==> config.mk <==
export PLATFORM = sky130hd
export DESIGN_NAME = shift_rows_stream_flat
export DESIGN_NICKNAME = d
export VERILOG_FILES = /design/src/rtl/aes_pkg.sv /design/src/rtl/shift_rows_stream_if.sv /design/src/rtl/pipe_skid.sv /design/src/rtl/shift_rows_stream.sv /design/src/flat_wrapper.sv
export SDC_FILE = /design/constraint.sdc
export NUM_CORES = 1
export LEC_CHECK = 0
export ABC_CLOCK_PERIOD_IN_PS = 3100
export CAP_MARGIN = 40
export CELL_PAD_IN_SITES_DETAIL_PLACEMENT = 0
export CELL_PAD_IN_SITES_GLOBAL_PLACEMENT = 1
export CORE_ASPECT_RATIO = 0.6
export CORE_MARGIN = 4
export CORE_UTILIZATION = 46
export DETAILED_ROUTE_END_ITERATION = 8
export GPL_TIMING_DRIVEN = 0
export PLACE_DENSITY = 0.84
export SYNTH_ARGS = -nofsm -noshare
export SYNTH_HDL_FRONTEND = slang
export SYNTH_HIERARCHICAL = 1
export SYNTH_SLANG_ARGS = --single-unit
==> constraint.sdc <==
create_clock -name clk -period 3.1 [get_ports clk]
set_input_delay 0.775 -clock clk [delete_from_list [all_inputs] [get_ports clk]]
set_output_delay 0.775 -clock clk [all_outputs]
set_load 0.005 [all_outputs]
==> src/rtl/aes_pkg.sv <==
// Shared AES helpers for the round datapath.
//   shift_offset : ShiftRows row offset s_r for a given column count and row
//   permute      : forward/inverse ShiftRows on a state of up to 256 bits. The
//                  state occupies the low 32*nb bits, column-major, and byte
//                  (r,c) sits at the most-significant end for c=0, r=0.
//   mode_e       : per-beat permutation direction
package aes_pkg;

  localparam int unsigned MaxNb = 8;
  localparam int unsigned MaxW  = 32 * MaxNb;

  typedef enum logic {
    ModeFwd = 1'b0,
    ModeInv = 1'b1
  } mode_e;

  // Rijndael uses 0,1,2,3 for 4 and 6 columns and 0,1,3,4 for 8 columns.
  function automatic int unsigned shift_offset(input int unsigned nb, input int unsigned r);
    if (nb == 8 && r >= 2) return r + 1;
    return r;
  endfunction

  function automatic logic [MaxW-1:0] permute(input logic [MaxW-1:0] data,
                                               input mode_e mode,
                                               input int unsigned nb);
    logic [MaxW-1:0] res;
    int unsigned     w;
    int unsigned     s;
    int unsigned     src;
    logic [7:0]      dst_lsb;
    logic [7:0]      src_lsb;
    res = '0;
    w   = 32 * nb;
    for (int unsigned c = 0; c < MaxNb; c++) begin
      for (int unsigned r = 0; r < 4; r++) begin
        if (c < nb) begin
          s   = shift_offset(nb, r);
          src = (mode == ModeFwd) ? (c + s) % nb : (c + nb - s) % nb;
          // Byte k = 4c+r has its lsb at w - 8*(k+1).
          dst_lsb = 8'(w - 8 * (4 * c + r + 1));
          src_lsb = 8'(w - 8 * (4 * src + r + 1));
          res[dst_lsb +: 8] = data[src_lsb +: 8];
        end
      end
    end
    return res;
  endfunction

endpackage

==> src/rtl/shift_rows_stream_if.sv <==
// Valid/ready stream bundle for shift_rows_stream.
//   in_*  : upstream beat (data, sideband tag, per-beat inverse flag)
//   out_* : downstream beat after permutation
// master = producer/consumer side (the environment), slave = the unit.
interface shift_rows_stream_if #(
  parameter int unsigned W     = 128,
  parameter int unsigned TAG_W = 4
) ();

  logic             in_valid;
  logic             in_ready;
  logic             in_inv;
  logic [W-1:0]     in_data;
  logic [TAG_W-1:0] in_tag;
  logic             out_valid;
  logic             out_ready;
  logic [W-1:0]     out_data;
  logic [TAG_W-1:0] out_tag;

  modport master (
    output in_valid, in_inv, in_data, in_tag, out_ready,
    input  in_ready, out_valid, out_data, out_tag
  );

  modport slave (
    input  in_valid, in_inv, in_data, in_tag, out_ready,
    output in_ready, out_valid, out_data, out_tag
  );

endinterface

==> src/rtl/pipe_skid.sv <==
// Generic two-entry valid/ready skid buffer.
//   clk_i, rst_ni      : clock, asynchronous active-low reset
//   flush_i            : synchronous drop of every held beat
//   in_valid_i/ready_o : upstream handshake, in_data_i payload
//   out_valid_o/ready_i: downstream handshake, out_data_o payload (MAIN entry)
// Both handshake outputs decode straight from the state register, so in_ready_o
// has no combinational path from out_ready_i.
module pipe_skid #(
  parameter int unsigned DW = 8
) (
  input  logic          clk_i,
  input  logic          rst_ni,
  input  logic          flush_i,
  input  logic          in_valid_i,
  output logic          in_ready_o,
  input  logic [DW-1:0] in_data_i,
  output logic          out_valid_o,
  input  logic          out_ready_i,
  output logic [DW-1:0] out_data_o
);

  // Bit 0 = MAIN full, bit 1 = SKID full.
  typedef enum logic [1:0] {
    StEmpty = 2'b00,
    StOne   = 2'b01,
    StFull  = 2'b11
  } state_e;

  state_e        state_q, state_d;
  logic [DW-1:0] main_q, main_d;
  logic [DW-1:0] skid_q, skid_d;
  logic          accept;
  logic          drain;

  assign out_valid_o = state_q[0];
  assign in_ready_o  = ~state_q[1];
  assign out_data_o  = main_q;

  assign accept = in_valid_i & in_ready_o;
  assign drain  = out_valid_o & out_ready_i;

  always_comb begin
    state_d = state_q;
    main_d  = main_q;
    skid_d  = skid_q;
    unique case (state_q)
      StEmpty: begin
        if (accept) begin
          main_d  = in_data_i;
          state_d = StOne;
        end
      end
      StOne: begin
        if (accept && drain) begin
          main_d = in_data_i;
        end else if (accept) begin
          skid_d  = in_data_i;
          state_d = StFull;
        end else if (drain) begin
          state_d = StEmpty;
        end
      end
      StFull: begin
        if (drain) begin
          main_d  = skid_q;
          state_d = StOne;
        end
      end
      default: state_d = StEmpty;
    endcase
    // A flushed cycle must not capture the beat offered alongside it.
    if (flush_i) begin
      state_d = StEmpty;
      main_d  = main_q;
      skid_d  = skid_q;
    end
  end

  always_ff @(posedge clk_i or negedge rst_ni) begin
    if (!rst_ni) begin
      state_q <= StEmpty;
      main_q  <= '0;
      skid_q  <= '0;
    end else begin
      state_q <= state_d;
      main_q  <= main_d;
      skid_q  <= skid_d;
    end
  end

endmodule

==> src/rtl/shift_rows_stream.sv <==
// Streaming AES ShiftRows / InvShiftRows for 4, 6 or 8 columns.
//   NB    : columns in the state (4, 6 or 8), data width W = 32*NB
//   TAG_W : sideband tag width (>= 1)
//   clk, rst_n : clock, asynchronous active-low reset
//   flush      : synchronous clear of all held beats
//   bus        : valid/ready stream (in_data/in_tag/in_inv in, out_data/out_tag out)
// The permutation is applied combinationally before the skid buffer, so only
// permuted data and tag are stored and each beat carries its own mode.
module shift_rows_stream
  import aes_pkg::*;
#(
  parameter int unsigned NB    = 4,
  parameter int unsigned TAG_W = 4
) (
  input logic                clk,
  input logic                rst_n,
  input logic                flush,
  shift_rows_stream_if.slave bus
);

  localparam int unsigned W  = 32 * NB;
  localparam int unsigned DW = W + TAG_W;

  if (!(NB == 4 || NB == 6 || NB == 8)) begin : g_bad_nb
    $fatal(1, "shift_rows_stream: NB must be 4, 6 or 8");
  end
  if (TAG_W < 1) begin : g_bad_tag
    $fatal(1, "shift_rows_stream: TAG_W must be at least 1");
  end

  logic [MaxW-1:0] din_ext;
  logic [MaxW-1:0] perm_full;
  logic            unused_perm;
  logic [DW-1:0]   skid_in;
  logic [DW-1:0]   skid_out;

  always_comb begin
    din_ext        = '0;
    din_ext[W-1:0] = bus.in_data;
  end

  assign perm_full   = permute(din_ext, mode_e'(bus.in_inv), NB);
  // Bits above W are always zero; fold them so nothing is left dangling.
  assign unused_perm = ^perm_full;

  // Zero the payload when no beat is offered so MAIN never sees X.
  assign skid_in = bus.in_valid ? {perm_full[W-1:0], bus.in_tag} : '0;

  pipe_skid #(
    .DW (DW)
  ) u_skid (
    .clk_i       (clk),
    .rst_ni      (rst_n),
    .flush_i     (flush),
    .in_valid_i  (bus.in_valid),
    .in_ready_o  (bus.in_ready),
    .in_data_i   (skid_in),
    .out_valid_o (bus.out_valid),
    .out_ready_i (bus.out_ready),
    .out_data_o  (skid_out)
  );

  assign bus.out_data = skid_out[DW-1:TAG_W];
  assign bus.out_tag  = skid_out[TAG_W-1:0];

endmodule

==> src/flat_wrapper.sv <==
// flat-port wrapper written by rule: the top's interface ports become plain ports
module shift_rows_stream_flat import aes_pkg::*;
#(
  parameter int unsigned NB    = 4,
  parameter int unsigned TAG_W = 4
)
  (clk, rst_n, flush, bus_in_valid, bus_in_inv, bus_in_data, bus_in_tag, bus_out_ready, bus_in_ready, bus_out_valid, bus_out_data, bus_out_tag);
  shift_rows_stream_if #(.W(128), .TAG_W(TAG_W)) bus_i ();
  input logic clk;
  input logic rst_n;
  input logic flush;
  input wire logic [$bits(bus_i.in_valid)-1:0] bus_in_valid;
  input wire logic [$bits(bus_i.in_inv)-1:0] bus_in_inv;
  input wire logic [$bits(bus_i.in_data)-1:0] bus_in_data;
  input wire logic [$bits(bus_i.in_tag)-1:0] bus_in_tag;
  input wire logic [$bits(bus_i.out_ready)-1:0] bus_out_ready;
  output wire logic [$bits(bus_i.in_ready)-1:0] bus_in_ready;
  output wire logic [$bits(bus_i.out_valid)-1:0] bus_out_valid;
  output wire logic [$bits(bus_i.out_data)-1:0] bus_out_data;
  output wire logic [$bits(bus_i.out_tag)-1:0] bus_out_tag;
  assign bus_i.in_valid = bus_in_valid;
  assign bus_i.in_inv = bus_in_inv;
  assign bus_i.in_data = bus_in_data;
  assign bus_i.in_tag = bus_in_tag;
  assign bus_i.out_ready = bus_out_ready;
  assign bus_in_ready = bus_i.in_ready;
  assign bus_out_valid = bus_i.out_valid;
  assign bus_out_data = bus_i.out_data;
  assign bus_out_tag = bus_i.out_tag;
  shift_rows_stream #(.NB(NB), .TAG_W(TAG_W)) u_core (.clk(clk), .rst_n(rst_n), .flush(flush), .bus(bus_i));
endmodule
==> results of run 1 <==
==> worst reg2reg max path: stages, from the launching register on <==
cell and delay [ps]:
dfrtp_1 460, ha_1 170, buf_2 230, clkbuf_1 560, buf_2 420, mux2_2 390
mux2_4 260
==> per-layer routing <==
metal  global-route usage  part of all wire  vias up  routed length, um
met5                    0            0.0012        -                 42
met4               0.0397             0.017        8                578
met3               0.0687             0.069       49               2370
met2                0.318              0.43      193              14800
met1                0.298              0.48     4291              16300
li1                     -                 -     3937                  -
==> worst max path at each step <==
stage	from	end	slack (ps)	depth (start not counted)
2_1_floorplan	bus_out_ready	u_core/u_skid/out_data_o[16]	1150	6
3_3_place_gp	rst_n	u_core/u_skid/out_data_o[126]	-10690	1
4_1_cts	bus_in_valid	u_core/u_skid/skid_q[92]	290	6
3_5_place_dp	bus_in_valid	u_core/u_skid/skid_q[92]	-270	6
6_report	bus_in_valid	u_core/u_skid/skid_q[94]	270	6
5_1_grt	bus_in_valid	u_core/u_skid/skid_q[94]	190	6
==> logic make-up (layout without fill, tap and decap cells) <==
| family | Yosys count | in the layout | synth area share |
|---|---|---|---|
| AO/OA/AOI/OAI | 4 | 4 | 0.00222 |
| adder cells (fa/ha/maj) | 4 | 4 | 0.00370 |
| multiplexers | 462 | 462 | 0.401 |
| XOR/XNOR | 1 | 1 | 0.000648 |
| flip-flops | 266 | 266 | 0.492 |
| other | 0 | 2 | 0 |
| buffers and inverters | 67 | 388 | 0.0352 |
| AND/OR/NAND/NOR | 142 | 142 | 0.0655 |
==> sequential cells by signal (all words and copies together), names as in the netlist <==
name,flops
u_core/u_skid/out_data_o,132
u_core/u_skid/skid_q,132
u_core/u_skid/state_q,2
==> final cells by class <==
cell class / instances / share of cell area
clock buffers: 40 / 0.0464
diodes: 2 / 0.000281
well taps: 375 / 0.0264
multi-input cells: 613 / 0.360
plain buffers: 64 / 0.0262
repair buffers: 272 / 0.155
clock inverters: 9 / 0.0111
inverters: 3 / 0.000633
flip-flops and latches: 266 / 0.374
==> layout by cell type, fill, tap and decap left out, types with 3 or more instances in the layout <==
master           instances
clkbuf_16               27
buf_6                    9
mux2_4                  80
nand2b_1                 3
buf_12                   6
bufinv_16                6
clkbuf_8                10
nor2b_1                 65
and2_1                  68
mux2i_1                 66
buf_2                   35
ha_1                     4
inv_1                    3
dfrtp_1                266
clkdlybuf4s50_1        269
clkbuf_1                14
mux2_2                 316
==> power groups by stage <==
stage / clock (mW) / sequential, mW / combinational (mW)
final: 3.72 / 5.88 / 5.29
after global routing: 3.98 / 6.08 / 5.68
after CTS: 3.81 / 5.88 / 5.37
after detailed placement: 0 / 5.92 / 5.34
after global placement: 0 / 5.87 / 5.24
after floorplan: 0 / 5.79 / 2.75
==> flow_metrics.py, run 1 <==
metrics = {
    "cts": {
        "clock_sinks": 266,
        "clockBufferDepth": 3,
        "cts.htree.levels": 1,
        "cts_made_buffers": 27,
        "cts_resized": 0,
        "root_buffer": "clkbuf_16",
        "clk_pin_slew_ps": 60,
        "cts_tree": "built",
        "post_cts_buffers": 0,
        "cts_hold_buf": 0,
        "clk-insertion-delay-late_ps": 540,
    },
    "setup_path": {
        "critPathMaxFanout": 10,
        "r2r_start": "u_core/u_skid/state_q[0]",
        "cp.arrival_ps": 3240,
        "crit_buf_inv": 3,
        "required_ps": 3510,
        "max_stage_delay_ps": 630,
        "criticalPathCategory": "input port to register",
        "critPathLaunchType": "input port",
        "worstReg2RegEnd": "u_core/u_skid/out_data_o[19]",
        "cp_top_family": "buffers and inverters",
        "crit_path_top_delay_cell": "clkdlybuf4s50_1",
        "end_kind": "register",
        "crit_chain": "clkdlybuf4s50_1 > nor2b_1 > nand4b_1 > buf_2 > buf_2 > mux2_2",
        "r2r.worst_path.cells": 6,
        "rrSetupSlack_ps": 500,
        "path_common_cell": "buf_2",
    },
    "synth": {
        "synth_area_um2": 13500,
        "synth_ff_type": "dfrtp_1",
        "postSynthCellCount": 946,
        "async_flop_share": 1.00,
        "synth_edf_count": 0,
        "synth-seq-cells": 266,
        "yosysWarnings": 6,
        "synth_top_cell_by_area": "dfrtp_1",
        "syn_avg_cell_area_um2": 14.3,
        "synth_top_area_frac": 0.492,
        "yosys-top-cells-area": "dfrtp_1 (49%), mux2_2 (26%), mux2_4 (8.9%), mux2i_1 (4.9%), and2_1 (3.1%)",
        "synth_cell_types": 26,
        "synth-seq-area-share": 0.492,
        "synth_commonest_cells": "mux2_2 (316), dfrtp_1 (266), mux2_4 (80)",
        "syn_nets": 1088,
        "synth_most_common_cell": "mux2_2",
    },
    "route": {
        "post-route-drc-count": 0,
        "routedWlPerCell_um": 20.7,
        "viasPerCell": 5.16,
        "vias": 8478,
        "wirelength_um": 34100,
        "ant_nets": 0,
        "drt_iter0_drc": 335,
        "first_pass_iters": 4,
    },
    "timing": {
        "setup_ws_ps": 275,
        "worst_pin_slew_ps": 681,
        "skew_ps": 14.2,
        "setup-tns-final_ps": 0,
        "min_period_ps": 2830,
        "rsz0062_at_grt": "false",
        "slew_violations": 0,
        "final-hold-violation-count": 0,
        "relSlewSlack": 0.546,
        "fmax_ghz": 0.354,
        "timing.hold.ws_ps": 199,
        "setup_viol": 0,
        "finalCritPeriodShare": 0.911,
    },
    "power_and_ir_drop": {
        "p_int_mw": 10.9,
        "combPwrFrac": 0.355,
        "power_density_nw_per_um2": 837,
        "p_clk_frac": 0.250,
        "power.leakage_nw": 8.28,
        "power_switching_share": 0.265,
        "finalPower_mw": 14.9,
        "seqPwrFrac": 0.395,
        "ir_drop_uv": 522,
        "p_switching_mw": 3.95,
    },
    "placed_design": {
        "dp_slack_ps": -272,
        "port-buffer-count": 270,
        "post-place-cells": 1593,
        "place_area_um2": 16800,
        "place.gp.congestion": 0.779,
        "post-dp-hpwl_um": 24500,
    },
    "global_routing": {
        "grt_pass1_vias": 9236,
        "grt_max_degree": 114,
        "antenna_found_initial": 7,
        "grt_pass1_wl_um": 53800,
        "grt_use_total": 0.210,
        "overflow": 0,
    },
    "layout": {
        "fin_util": 0.617,
        "finalNetCount": 1389,
        "regArea_um2": 6660,
        "stdcell_count": 1644,
        "layout-drive-gt1-share": 0.395,
        "fill_cells": 2259,
        "syn2layout_area_growth_pct": 31.5,
        "final_area_um2": 17800,
        "multi_input_area_um2": 6390,
    },
    "run": {
        "maxCapViolCount": 0,
    },
    "floorplanning": {
        "die_area_um2": 32300,
        "chipWidth_um": 229,
        "dieHeight_um": 141,
        "rows": 48,
        "core_area_um2": 28800,
        "ios": 272,
        "start_util": 0.469,
    },
    "worst_hold_path": {
        "hp-class": "input port to asynchronous set/reset pin",
    },
    "outcome": {
        "outcome": "completed",
    },
}
No activity file was read; power rests on OpenSTA's default activity.
==> run 2, diff against run 1 <==
--- a/config.mk
+++ b/config.mk
@@ -5,13 +5,14 @@
 export SDC_FILE = /design/constraint.sdc
 export NUM_CORES = 1
 export LEC_CHECK = 0
+export ABC_AREA = 1
 export ABC_CLOCK_PERIOD_IN_PS = 3100
 export CAP_MARGIN = 40
 export CELL_PAD_IN_SITES_DETAIL_PLACEMENT = 0
 export CELL_PAD_IN_SITES_GLOBAL_PLACEMENT = 1
 export CORE_ASPECT_RATIO = 0.6
 export CORE_MARGIN = 4
-export CORE_UTILIZATION = 46
+export CORE_UTILIZATION = 41
 export DETAILED_ROUTE_END_ITERATION = 8
 export GPL_TIMING_DRIVEN = 0
 export PLACE_DENSITY = 0.84
==> flow_metrics.py, run 2 <==
metrics = {
    "outcome": {
        "outcome": "completed",
    },
    "synth": {
        "yosys-top-cells-area": "dfrtp_1 (48%), nand2_1 (16%), o21ai_0 (9.6%), inv_1 (7.3%), o21ai_2 (6.3%)",
        "synth_cell_types": 21,
        "synth_commonest_cells": "nand2_1 (605), inv_1 (268), dfrtp_1 (266)",
        "synth_top_area_frac": 0.483,
        "synth_area_um2": 13800,
        "synth_ff_type": "dfrtp_1",
        "yosysWarnings": 6,
        "synth-seq-area-share": 0.483,
        "async_flop_share": 1.00,
        "synth_top_cell_by_area": "dfrtp_1",
        "synth-seq-cells": 266,
        "syn_avg_cell_area_um2": 7.68,
        "syn_nets": 1939,
        "postSynthCellCount": 1797,
        "synth_most_common_cell": "nand2_1",
        "synth_edf_count": 0,
    },
    "layout": {
        "finalNetCount": 2240,
        "stdcell_count": 2570,
        "final_cell_mix": "nand2_1 (605), clkdlybuf4s50_1 (269), inv_1 (268)",
        "syn2layout_area_growth_pct": 30.6,
        "fill_cells": 3178,
        "regArea_um2": 6660,
        "layout-drive-gt1-share": 0.119,
        "multi_input_area_um2": 5230,
        "fin_util": 0.549,
        "layout_commonest_cell": "nand2_1",
    },
    "timing": {
        "setup_viol": 0,
        "worst_pin_slew_ps": 699,
        "relSlewSlack": 0.534,
        "slew_violations": 0,
        "fmax_ghz": 0.408,
        "final-hold-violation-count": 0,
        "min_period_ps": 2450,
        "setup-tns-final_ps": 0,
        "rsz0062_at_grt": "false",
        "finalCritPeriodShare": 0.790,
        "skew_ps": 21.7,
    },
    "floorplanning": {
        "start_util": 0.421,
        "dieHeight_um": 150,
        "ios": 272,
        "core_area_um2": 32800,
        "rows": 51,
        "chipWidth_um": 245,
        "die_area_um2": 36700,
    },
    "worst_hold_path": {
        "hp-class": "input port to asynchronous set/reset pin",
    },
    "route": {
        "viasPerCell": 4.84,
        "post-route-drc-count": 0,
        "first_pass_iters": 5,
        "wirelength_um": 44200,
        "routedWlPerCell_um": 17.2,
        "ant_nets": 0,
        "drt_iter0_drc": 1045,
        "vias": 12400,
    },
    "power_and_ir_drop": {
        "combPwrFrac": 0.381,
        "power.leakage_nw": 8.66,
        "p_int_mw": 9.90,
        "power_switching_share": 0.336,
        "p_switching_mw": 5.01,
        "seqPwrFrac": 0.394,
        "ir_drop_uv": 365,
        "power_density_nw_per_um2": 828,
        "p_clk_frac": 0.225,
    },
    "global_routing": {
        "grt_max_degree": 113,
        "grt_use_total": 0.236,
        "antenna_found_initial": 7,
        "grt_pass1_vias": 11900,
        "overflow": 0,
        "grt_pass1_wl_um": 68100,
    },
    "setup_path": {
        "end_kind": "primary output",
        "criticalPathCategory": "register to primary output",
        "cp.arrival_ps": 1670,
        "critPathMaxFanout": 5,
        "required_ps": 2320,
        "critPathLaunchType": "register",
    },
    "run": {
        "maxCapViolCount": 0,
    },
    "cts": {
        "cts_tree": "built",
        "cts_hold_buf": 0,
        "clk-insertion-delay-late_ps": 550,
        "post_cts_buffers": 0,
        "cts_made_buffers": 27,
        "cts.htree.levels": 1,
        "clk_pin_slew_ps": 60,
        "root_buffer": "clkbuf_16",
        "clock_sinks": 266,
        "clockBufferDepth": 3,
        "cts_resized": 0,
    },
    "placed_design": {
        "port-buffer-count": 270,
        "place.gp.congestion": 0.825,
        "post-place-cells": 2519,
        "post-dp-hpwl_um": 32600,
    },
}
run 2: cell types whose count changed after synthesis, sizes merged, moves of 2 or more:
cell,before,now
nor2,1,131
nand3,2,4
mux2,396,0
buf,52,96
mux2i,66,0
nand2b,3,0
and2,68,0
nor2b,65,0
inv,3,270
nand2,2,606
clkbuf,12,20
o21ai,2,396
run 2: path summary, 6_finish.rpt:
path                                                    start                            end  slack (ps)  cells after the start
worst min register to register  u_core/u_skid/out_data_o[111]  u_core/u_skid/out_data_o[111]         480                      2
worst max register to register       u_core/u_skid/state_q[0]   u_core/u_skid/out_data_o[39]        1000                      5
worst min-delay path                                    rst_n      u_core/u_skid/skid_q[112]         140                      1
worst max-delay path                 u_core/u_skid/state_q[1]                   bus_in_ready         650                      2
max in group asynchronous                               rst_n   u_core/u_skid/out_data_o[83]        1530                      3
min in group clk                u_core/u_skid/out_data_o[111]  u_core/u_skid/out_data_o[111]         480                      2
run 2: cell type report:
cell class              instances  share of cell area
repair buffers                272               0.153
clock inverters                14             0.00820
clock buffers                  34              0.0412
diodes                          3            0.000417
inverters                     270              0.0563
multi-input cells            1145               0.290
plain buffers                 116              0.0495
flip-flops and latches        266               0.369
well taps                     450              0.0313
run 2: power groups by stage:
stage	Clock (mW)	Sequential, mW	Combinational (mW)
global route	3.58	6.05	6.28
finish	3.35	5.87	5.69
CTS	3.43	5.88	5.74
detailed placement	0	5.93	5.70
floorplan	0	5.83	2.85
global placement	0	5.92	5.58
run 2: metrics by stage:
step | hold WS (ps) | cell area, um2 | setup slack [ps] | total power [mW]
2_1_floorplan | 479 | 13800 | 1380 | 8.68
3_5_place_dp | 469 | 17100 | 509 | 11.6
6_report | 141 | 18000 | 652 | 14.9
5_1_grt | 160 | 18000 | 622 | 15.9
3_3_place_gp | 468 | 17100 | -10520 | 11.5
4_1_cts | 142 | 18000 | 635 | 15.0
run 2: logic make-up (layout without fill, tap and decap cells):
kind of cell / Yosys count / count (layout) / share of synthesized area
AOI/OAI and AO/OA: 397 / 397 / 0.171
adders and majority gates: 4 / 4 / 0.00363
other: 0 / 3 / 0
DFF: 266 / 266 / 0.483
buffers and inverters: 386 / 706 / 0.138
and+or+nand+nor: 744 / 744 / 0.204
run 2: worst max-delay path, stage by stage (launching register included):
cell             delay [ps]
dfrtp_1                 460
inv_2                   130
clkdlybuf4s50_1         550
run 2: layer usage:
metal,vias up,global-route usage,routed length (um)
li1,6084,-,-
met1,5921,0.343,20700
met2,362,0.366,19500
met3,54,0.0509,3070
met4,8,0.0496,865
met5,-,0,54
==> variant 1, RTL diff (config.mk and constraints of run 2) <==
`TAG_W` is set to 4 in 3 places; all go to 6.
--- a/src/rtl/shift_rows_stream_if.sv
+++ b/src/rtl/shift_rows_stream_if.sv
@@ -4,7 +4,7 @@
 // master = producer/consumer side (the environment), slave = the unit.
 interface shift_rows_stream_if #(
   parameter int unsigned W     = 128,
-  parameter int unsigned TAG_W = 4
+  parameter int unsigned TAG_W = 6
 ) ();
 
   logic             in_valid;
--- a/src/rtl/shift_rows_stream.sv
+++ b/src/rtl/shift_rows_stream.sv
@@ -10,7 +10,7 @@
   import aes_pkg::*;
 #(
   parameter int unsigned NB    = 4,
-  parameter int unsigned TAG_W = 4
+  parameter int unsigned TAG_W = 6
 ) (
   input logic                clk,
   input logic                rst_n,
--- a/src/flat_wrapper.sv
+++ b/src/flat_wrapper.sv
@@ -2,7 +2,7 @@
 module shift_rows_stream_flat import aes_pkg::*;
 #(
   parameter int unsigned NB    = 4,
-  parameter int unsigned TAG_W = 4
+  parameter int unsigned TAG_W = 6
 )
   (clk, rst_n, flush, bus_in_valid, bus_in_inv, bus_in_data, bus_in_tag, bus_out_ready, bus_in_ready, bus_out_valid, bus_out_data, bus_out_tag);
   shift_rows_stream_if #(.W(128), .TAG_W(TAG_W)) bus_i ();
Ports: changed (resized bus_in_tag and bus_out_tag); port bits go from 272 to 276. The function was not compared with the original's and may differ.
==> variant 1 against run 2 <==
- sequential power is 1% higher
- final area hardly changed
- worst setup slack better by 7.3 ps
- largest power group unchanged
- total power is 1.9% higher
- area after synthesis is 1.3% lower
- sequential cell count is 4 higher
- clock skew is 12 ps lower
- wire length is 0.56% lower
==> variant 1: results (changes against run 2) <==
STA
  • Clock Skew: 10.2 ps (was 21.7 ps)
  • Slew of the pin with the lowest slew margin: 620 ps (was 699 ps)

Layout
  • Share of layout cells above drive strength 1: 8.06% (was 11.9%)
  • Nets: 2270 (was 2240)

Critical path
  • Critical-path top delay cell: clkdlybuf4s50_1 (unchanged)
  • Delay-heaviest family, CP: buffers and inverters (unchanged)
  • Critical path peak fanout: 5 (unchanged)
  • CP max stage delay: 520 ps (was 550 ps)

Placement
  • Cells after DPL: 2546 (was 2519)
  • Post-Place Cell Area: 17000 sq um (was 17100 sq um)
  • Final Wtd Congestion: 0.843 (was 0.825)
  • IO buf count: 274 (was 270)
  • Dpl hpwl: 32.7 mm (was 32.6 mm)
  • Worst slack, placed: 201 ps (was 509 ps)

Clock network
  • Worst-case clock buffer depth: 3 (unchanged)
  • CTS root buf: clkbuf_16 (unchanged)
  • Clk slew on worst S/H paths: 60 ps (about the same)
  • # resized after CTS: 0 (unchanged)
  • Worst-Skew Late Latency: ~560 ps
  • CTS Buf Count: 28 (was 27)
  • CTS H-tree lvls: 1 (unchanged)

Routing
  • Iter 0 DRT Violations: 879 (was 1045)
  • DR vias/cell: 4.80 (was 4.84)
  • DR WL/cell: 16.9 um (was 17.2 um)
  • Pre-antenna DRT Iters: 5 (unchanged)
  • Final wirelength: 43.9 mm (was 44.2 mm)

Pwr
  • Pint: 10200 uW (was 9900 uW)
  • Peak supply drop: 0.430 mV (was 0.365 mV)
  • Leak: 0.00867 uW (was 0.00866 uW)

GRT
  • Vias in the first global route: 12.3k (was 11.9k)
  • Antenna violations before repair: 15 (was 7)
  • GRT Util Overall: 24.1% (was 23.6%)
  • Met1 global-route usage: 34.7% (was 34.3%)
  • First-pass GRT wire length: 68.8 mm (was 68.1 mm)
  • Met3 Resource Use GR: 6.13% (was 5.09%)
  • Met2 Track Usage GR: 36.2% (was 36.6%)

Logic synthesis
  • Number of flops mapped to enable cells by yosys: 0 (unchanged)
  • Most frequent cells after synthesis: 612 x nand2_1, 271 x inv_1, 270 x dfrtp_1, 224 x o21ai_1, 158 x o21ai_0 (was 605 x nand2_1, 268 x inv_1, 266 x dfrtp_1, 264 x o21ai_0, 128 x nor2_1)
  • Area contributors post-synth: dfrtp_1 50%, nand2_1 17%, o21ai_1 8.2% (was dfrtp_1 48%, nand2_1 16%, o21ai_0 9.6%)
  • Cell variety after synth: 21 (unchanged)
  • Mapped Nets: 1964 (was 1939)
  • Prevailing post-synth register cell: dfrtp_1 (unchanged)
  • Post-synthesis sequential area ratio: 49.6% (was 48.3%)
  • Post-synthesis average cell area: 7.48 sq um (was 7.68 sq um)
  • Yosys warnings: 6 (unchanged)
  • Async S/R FF share, synth: 100% (unchanged)

Hold path
  • Worst hold path type: primary input to asynchronous set/reset pin (unchanged)

Run status
  • Outcome: finished clean (unchanged)
==> variant 1: stage by stage <==
step	TNS (ps)	utilization [%]
2_1_floorplan	0	-
3_3_place_gp	-2833100	51.9
3_5_place_dp	0	52.1
4_1_cts	0	55.2
5_1_grt	0	55.2
6_report	0	55.3
==> variant 1: kinds of logic after synthesis <==
family,synth area share [%]
AND/OR/NAND/NOR,21.0
adder cells (fa/ha/maj),0.367
buffers and inverters,13.6
AO/OA/AOI/OAI,15.4
flip-flops,49.6
==> variant 1: area by class of cell <==
| class | count | area [sq um] |
|---|---|---|
| inverters | 274 | 1030 |
| well taps | 450 | 563 |
| flip-flops and latches | 270 | 6760 |
| clock inverters | 13 | 200 |
| clock buffers | 38 | 820 |
| diodes | 5 | 12.5 |
| multi-input cells | 1159 | 5000 |
| fillers | 3086 | 14600 |
| repair buffers | 276 | 2800 |
| plain buffers | 117 | 830 |
==> variant 1: path summary, 6_finish.rpt <==
path / from / endpoint / slack (ps) / depth (start not counted)
worst max register to register: u_core/u_skid/state_q[1] / u_core/u_skid/skid_q[80] / 750 / 7
worst min register to register: u_core/u_skid/out_data_o[68] / u_core/u_skid/out_data_o[68] / 490 / 2
max in group asynchronous: rst_n / u_core/u_skid/out_data_o[121] / 1980 / 2
worst min-delay path: rst_n / u_core/u_skid/out_data_o[50] / 140 / 1
worst max-delay path: u_core/u_skid/state_q[1] / bus_in_ready / 660 / 2
min in group clk: u_core/u_skid/out_data_o[68] / u_core/u_skid/out_data_o[68] / 490 / 2
==> variant 1: power groups by stage <==
| stage | sequential, uW | clock, uW | combinational (uW) |
|---|---|---|---|
| final | 5950 | 3740 | 5510 |
| after global routing | 6140 | 3960 | 6150 |
| after CTS | 5960 | 3820 | 5540 |
| after detailed placement | 6010 | 0 | 5500 |
| after global placement | 6000 | 0 | 5360 |
| after floorplan | 5920 | 0 | 2650 |
==> variant 1: routing by layer <==
| metal | part of all wire [%] | wire length (um) | vias up |
|---|---|---|---|
| met4 | 2.9 | 1270 | 20 |
| met3 | 7.2 | 3160 | 89 |
| met1 | 46 | 20400 | 5827 |
| met5 | 0.29 | 126 | - |
| met2 | 43 | 19000 | 376 |
| li1 | - | - | 6183 |
==> variant 2, RTL diff (config.mk and constraints of run 2) <==
Without the edit above. Reset style: synchronous (`rst_ni`), changed in one clocked block. Comments in the files are not updated.
--- a/src/rtl/pipe_skid.sv
+++ b/src/rtl/pipe_skid.sv
@@ -76,7 +76,7 @@
     end
   end
 
-  always_ff @(posedge clk_i or negedge rst_ni) begin
+  always_ff @(posedge clk_i) begin
     if (!rst_ni) begin
       state_q <= StEmpty;
       main_q  <= '0;
Check against the original RTL: not settled (the Yosys comparison gave no result); the edit may change what the design does.
==> variant 2 against run 2 <==
- maximum frequency is 2.9% lower
- wire length is 4.5% higher
- area after synthesis is 1.7% lower
- die area is 1.6% lower
- synthesized cell count is 18% higher
- sequential cell count stayed put
- via count is 13% higher
- final area is 1.6% lower
- worst setup slack worse by 73 ps
- largest cell class is now multi-input combinational cells
Power is not compared: it rests on default switching activity, and its combinational part moved more than twofold at a synthesized area within 25%.
==> variant 2: results (changes against run 2) <==
Layout
  • Fill cell count: 3226 (was 3178)
  • Share of layout cells above drive strength 1: 6.52% (was 11.9%)
  • Nets: 2563 (was 2240)

Placement
  • Post-Place Cell Area: 16800 sq um (was 17100 sq um)
  • IO buf count: 269 (was 270)
  • Final Wtd Congestion: 0.897 (was 0.825)
  • Dpl hpwl: 35.2 mm (was 32.6 mm)

Critical path
  • Reg2Reg Depth: 9 (was 5)
  • CP arrival: 2960 ps (was 1670 ps)
  • Critical path endpoint: u_core/u_skid/out_data_o[53] (was bus_in_ready)
  • Critical R2R Launch: u_core/u_skid/state_q[1] (was u_core/u_skid/state_q[0])
  • Reg2reg setup slack: 690 ps (was 1000 ps)
  • Critical path peak fanout: 10 (was 5)
  • FF-to-FF End: u_core/u_skid/out_data_o[54] (was u_core/u_skid/out_data_o[39])
  • Critical path origin: bus_in_valid (was u_core/u_skid/state_q[1])

Routing
  • DR vias/cell: 4.89 (was 4.84)
  • Pre-antenna DRT Iters: 5 (unchanged)
  • Iter 0 DRT Violations: 1120 (was 1045)
  • Final wirelength: 46.2 mm (was 44.2 mm)

GRT
  • Met1 global-route usage: 35.8% (was 34.3%)
  • First-pass GRT wire length: 71.4 mm (was 68.1 mm)
  • Antenna violations before repair: 5 (was 7)
  • Met2 Track Usage GR: 38.3% (was 36.6%)
  • Vias in the first global route: 13.2k (was 11.9k)
  • Largest net degree at the start of global routing: 14 (was 113)
  • GRT Util Overall: 24.5% (was 23.6%)
  • Met3 Resource Use GR: 3.63% (was 5.09%)

STA
  • Clock Skew: 14.2 ps (was 21.7 ps)
  • Setup tns final: 0 ps (unchanged)
  • Slew of the pin with the lowest slew margin: 913 ps (was 699 ps)

Logic synthesis
  • Prevailing post-synth register cell: dfxtp_1 (was dfrtp_1)
  • Yosys warnings: 6 (unchanged)
  • Area contributors post-synth: dfxtp_1 39%, nor2_1 18%, nand2_1 13% (was dfrtp_1 48%, nand2_1 16%, o21ai_0 9.6%)
  • Most frequent cells after synthesis: 663 x nor2_1, 476 x nand2_1, 266 x dfxtp_1, 138 x nand3_1, 137 x inv_1 (was 605 x nand2_1, 268 x inv_1, 266 x dfrtp_1, 264 x o21ai_0, 128 x nor2_1)
  • Mapped Nets: 2262 (was 1939)
  • Post-synthesis sequential area ratio: 39.3% (was 48.3%)
  • Cell variety after synth: 19 (was 21)
  • Async S/R FF share, synth: 0% (was 100%)

Pwr
  • Pint: ~6600 uW
  • Peak supply drop: between 0.3 and 0.4 mV
  • Leak: between 0.008 and 0.009 uW

Clock network
  • # resized after CTS: 0 (unchanged)
  • Worst-Skew Late Latency: approximately 560 ps
  • CTS Buf Count: 28 (was 27)
  • Post-CTS Setup Bufs: 0 (unchanged)
  • CTS H-tree lvls: 1 (unchanged)
  • Worst-case clock buffer depth: 3 (unchanged)
  • Clk slew on worst S/H paths: 60 ps (about the same)
  • CTS root buf: clkbuf_16 (unchanged)

Run status
  • Outcome: finished clean (unchanged)

Hold path
  • Worst hold path type: register to register (was primary input to asynchronous set/reset pin)
variant 2: cell count changes after synthesis, sizes merged, moves of 27 or more:
cell | run 2 | this run
nor2 | 131 | 667
a21boi | 0 | 132
clkbuf | 20 | 47
nand3 | 4 | 138
nand2 | 606 | 478
dfxtp | 0 | 266
inv | 270 | 144
dfrtp | 266 | 0
o21ai | 396 | 132
variant 2: cell families (layout without fill, tap and decap cells):
logic type / after synthesis / count (layout) / share of synthesized area (%)
other: 0 / 5 / 0
adder cells (fa/ha/maj): 5 / 5 / 0.461
buffers and inverters: 301 / 619 / 11.2
AO/OA/AOI/OAI: 264 / 264 / 12.2
AND/OR/NAND/NOR: 1283 / 1283 / 36.9
flip-flops: 266 / 266 / 39.3
variant 2: cell type report:
class                   instances  area [sq um]  area share [%]
well taps                     424           531            2.99
clock inverters                10           103           0.579
repair buffers                271          2720            15.3
flip-flops and latches        266          5330            30.0
diodes                          5          12.5          0.0706
clock buffers                  37           806            4.54
multi-input cells            1552          6720            37.9
plain buffers                 157           977            5.51
inverters                     144           541            3.05
variant 2: through the flow:
step | total power, uW | hold slack (ps) | utilization, % | cells | setup WS (ps)
final | 9160 | 476 | 54.5 | 2866 | 579
after CTS | 9240 | 485 | 54.4 | 2861 | 593
after floorplan | 4900 | 455 | - | 2119 | 1330
after global placement | 5790 | 462 | 51.6 | 2812 | 7.42
after global routing | 9620 | 497 | 54.5 | 2866 | 471
after detailed placement | 5830 | 470 | 51.7 | 2814 | 5.78
variant 2: power by group through the flow:
stage / combinational [uW] / sequential, uW / clock, uW
finish: 1940 / 3810 / 3410
global route: 2160 / 3840 / 3620
CTS: 1950 / 3820 / 3480
detailed placement: 1940 / 3890 / 0
global placement: 1910 / 3880 / 0
floorplan: 1010 / 3880 / 0
variant 2: critical path, stage by stage:
cell and delay [ps]:
clkdlybuf4s50_1 620, nand2_1 130, nand2_1 140, nand2_1 110, nor2_2 360, buf_4 360
buf_4 220, nand3_1 80, nand2_1 110, nor2_1 50
variant 2: worst min path at each step:
stage	start	end	slack, ps	cells after the start
final	u_core/u_skid/out_data_o[25]	u_core/u_skid/out_data_o[25]	480	2
after global routing	u_core/u_skid/out_data_o[101]	u_core/u_skid/out_data_o[101]	500	2
after CTS	u_core/u_skid/out_data_o[25]	u_core/u_skid/out_data_o[25]	480	2
after detailed placement	u_core/u_skid/out_data_o[25]	u_core/u_skid/out_data_o[25]	470	2
after global placement	u_core/u_skid/out_data_o[21]	u_core/u_skid/out_data_o[21]	460	2
after floorplan	u_core/u_skid/skid_q[12]	u_core/u_skid/skid_q[12]	450	2
variant 2: routing by layer:
layer | vias to the layer above | wire length (um)
met5 | - | 0
met4 | 0 | 937
met3 | 59 | 2620
met2 | 390 | 19900
met1 | 6424 | 22700
li1 | 7147 | -
